==> src/rtl/conta_8b_counter.sv <==
// conta_8b_counter: enable-gated sawtooth up-counter for the DigitalPWM datapath.
// Counts 0..MAX_VAL, wraps to 0, and flags the last count with a terminal-count strobe.
module conta_8b_counter #(
   parameter int unsigned WIDTH   = 8,
   parameter int unsigned MAX_VAL = 255
) (
   input  logic             clk,
   input  logic             reset,
   input  logic             enable,
   output logic [WIDTH-1:0] F_out,
   output logic             tc
);

   // Largest value representable in WIDTH bits (wraps correctly at WIDTH = 32).
   localparam int unsigned C_FULL  = (32'd1 << WIDTH) - 32'd1;
   // Out-of-range MAX_VAL (zero or too wide) falls back to the full-scale ramp.
   localparam int unsigned C_MAX   = ((MAX_VAL == 32'd0) || (MAX_VAL > C_FULL)) ? C_FULL : MAX_VAL;
   localparam logic [WIDTH-1:0] C_MAX_W = WIDTH'(C_MAX);

   logic [WIDTH-1:0] r_count;
   logic [WIDTH-1:0] w_count_nxt;
   logic             w_at_max;
   logic             w_past_max;

   // Terminal and overrange detection on the registered count.
   always_comb begin
      w_at_max   = (r_count == C_MAX_W);
      w_past_max = (r_count >  C_MAX_W);
   end

   // Next count: hold when disabled, wrap at (or beyond) the terminal value.
   always_comb begin
      w_count_nxt = r_count;
      if (enable) begin
         if (w_at_max || w_past_max) begin
            w_count_nxt = '0;
         end else begin
            w_count_nxt = r_count + WIDTH'(1);
         end
      end
   end

   // Count register; reset clears it immediately and outranks enable.
   always_ff @(posedge clk or posedge reset) begin
      if (reset) begin
         r_count <= '0;
      end else begin
         r_count <= w_count_nxt;
      end
   end

   assign F_out = r_count;
   // Strobe is intentionally combinational so it lines up with the terminal count.
   assign tc    = enable & w_at_max;

endmodule

==> config.mk <==
export PLATFORM = sky130hd
export DESIGN_NAME = conta_8b_counter
export DESIGN_NICKNAME = d
export VERILOG_FILES = /design/src/rtl/conta_8b_counter.sv
export SDC_FILE = /design/constraint.sdc
export NUM_CORES = 1
export LEC_CHECK = 0
export ABC_CLOCK_PERIOD_IN_PS = 2000
export BUFFER_PORTS_ARGS = -buffer_cell sky130_fd_sc_hd__clkbuf_2
export CAP_MARGIN = 20
export CORE_MARGIN = 2
export CORE_UTILIZATION = 31
export CTS_CLUSTER_SIZE = 10
export DETAILED_ROUTE_END_ITERATION = 16
export PLACE_DENSITY = 0.49
export SYNTH_ARGS = -nofsm -noshare
export SYNTH_HDL_FRONTEND = slang
export SYNTH_SLANG_ARGS = --single-unit
==> constraint.sdc <==
create_clock -name clk -period 2 [get_ports clk]
set_input_delay 0.1 -clock clk [delete_from_list [all_inputs] [get_ports clk]]
set_output_delay 0.1 -clock clk [all_outputs]
set_load 0.01 [all_outputs]
==> results by group <==
Clocking
  • Clock latency on the worst-skew pair: 0.25 ns
  • TritonCTS buffer count: 3
  • Clk sinks: 8
  • H-Tree Depth: 1
  • CTS resizes: 0
  • Clock transition at path regs: 0.05 ns
  • Clock buffer depth: 2
  • Root Driver: clkbuf_4
  • CTS tree: yes
  • Hold buffer count at CTS: 1
  • Setup bufs post-CTS: 0

Synth
  • Post-Syn Area: 425 um^2
  • Yosys reg bits: 8
  • Commonest cells post-synth: 8 x dfrtp_1, 8 x nand2_1, 4 x inv_1
  • Yosys top cell area share: 47.1%
  • Syn Nets: 48
  • Cell count after synthesis: 44
  • Ys flop type: dfrtp_1
  • Ys async rst share: 100%
  • Netlist cell types: 22
  • Area leader, netlist: dfrtp_1
  • Number of enable flip-flop cells after synthesis: 0
  • Synth area leaders: dfrtp_1 47%, nand2_1 7.1%, xnor2_1 4.1%, inv_1 3.5%, o211ai_1 3.5%
  • Synthesized area per cell: 9.67 um^2
  • Sequential area share after synthesis: between 40% and 50%
  • Synth Warn #: 0

Detailed routing
  • Post-route ant nets: 0
  • Drt wl/cell: 11.5 um
  • Drt first pass iters: 3
  • Remaining DRCs: 0
  • Vias per inst: 4.95
  • DR vias: 361
  • First DRT Iteration DRCs: 5
  • Total Routed Length: 842 um

Worst setup path
  • Reg2Reg Depth: 4
  • CP Data Required Time: between 1.5 and 2 ns
  • Worst-path maximum fanout: 6
  • Critical path origin: F_out[1]
  • Worst-path cell chain: ha_1, nand4_2, nor3_1, clkbuf_2
  • Worst r2r src: F_out[1]
  • CP Data Arrival Time: 1.44 ns
  • CP startpoint kind: flip-flop
  • Critical path endpoint category: output port
  • Critical-path top delay cell: dfrtp_1
  • Crit Path Class: reg -> out
  • CP max stage delay: 0.41 ns

GRT
  • Global-route usage over all layers: 14.3%
  • First-pass GRT wire length: between 1 and 1.5 mm
  • Vias in the first global route: 359
  • Initial antenna violation count: 0
  • Global route overflow: 0
  • Largest net degree at the start of global routing: 10

Flow run
  • Max-cap violations: 0

Cells and area
  • Area added between synthesis and finish: 23.8%
  • Post-route cell area: about 530 um^2
  • Total area of sequential cells: 200 um^2
  • Fillers: 131
  • Antenna diodes: 0
  • Layout Nets: 64
  • Area of the multi-input gates: 205 um^2
  • Fraction of layout cells with a size suffix above 1: 29.3%
  • Max reg flops: 8
  • Final Util: around two fifths

Timing
  • Slew @ Worst Pin: ~0.31 ns
  • Worst hold margin: about 0.18 ns
  • Unrepaired setup endpoints after global routing: no
  • Tcrit/Tclk final: 77.2%
  • Period minus WS final: 1.54 ns
  • Final slew viol count: 0
  • Setup violators final: 0
  • Final hold violation count: 0
  • Max transition margin: about four fifths
  • Skew final: 0.00651 ns
  • Peak Freq: 648 MHz
  • Final TNS setup: 0 ns

Floorplan
  • Site row count: 13
  • Die X: 41.0 um
  • Core ar.: 1280 um^2
  • DIE AREA: 1680 um^2
  • I/O pins: 12
  • Die H: 41.0 um
  • Initial core utilization: 33.1%

Worst hold path
  • Class of the worst hold path: in -> reg
  • Hold Path Cell Cnt: 2
  • Hold Startpoint: enable

Pwr
  • Maximum VDD drop: 730 uV
  • Pwr dens: 1330 nW/um^2
  • Leak: 0.000259 uW
  • Total power: 700 uW

Placed design
  • Port Buffer Count: 11
  • Placer Congestion: 0.760
  • Placed inst area: between 400 and 500 um^2
  • Final HPWL DP: between 600 and 700 um

Outcome
  • Status: complete, no violations
final timing paths:
path	end	slack (ns)
setup reg to reg	F_out[5]	0.76
max in group asynchronous	F_out[4]	1.44
hold reg to reg	F_out[6]	0.55
hold / removal	F_out[0]	0.18
setup / recovery	tc	0.46
min in group asynchronous	F_out[5]	0.32
where the power goes:
part | switching (uW) | internal (uW) | total [uW]
clock network | 51.9 | 68.5 | 120
registers | 101 | 222 | 323
logic | 133 | 124 | 257
per-layer routing:
layer  track usage, %  share of wire, %  up-vias
li1                 -                 -      188
met1             16.6                47      165
met2             21.5                46        8
met3             9.78               6.8        0
met4             2.50                 0        0
met5                0                 0        -
critical path, delay by kind of cell (launching register included):
kind	cells	cell delay (ns)
flip-flops	1	0.41
buffers and inverters	1	0.17
AND/OR/NAND/NOR	2	0.38
adder cells (fa/ha/maj)	1	0.23
kinds of logic (layout without fill, tap and decap cells):
logic type	after synthesis	count (layout)	share of synthesized area [%]
and+or+nand+nor	18	18	23.5
AOI/OAI and AO/OA	8	8	12.9
DFF	8	8	47.1
buffers and inverters	5	19	4.70
xor gates and xnor gates	3	3	6.18
adders and majority gates	1	1	2.94
muxes	1	1	2.65
layout by cell type, fill, tap and decap left out, types with 2 or more instances in the layout:
cell,n
a31oi_1,2
clkbuf_2,11
clkbuf_4,3
dfrtp_1,8
inv_1,4
nand2_1,8
nand3_1,2
o211ai_1,2
o21ai_0,2
xnor2_1,2
stage by stage:
step / std cells / setup slack, ns
2_1_floorplan: 44 / 0.792
3_3_place_gp: 69 / 0.744
3_5_place_dp: 69 / 0.712
4_1_cts: 73 / 0.437
5_1_grt: 73 / 0.347
6_report: 73 / 0.456
final cells by class:
cell class	count	share of cell area, %
Multi-Input combinational cell	31	39.0
Sequential cell	8	38.0
Timing Repair Buffer	12	12.4
Clock buffer	3	4.28
Tap cell	15	3.56
Inverter	4	2.85
Note: power is estimated with default switching activity, not from simulation.
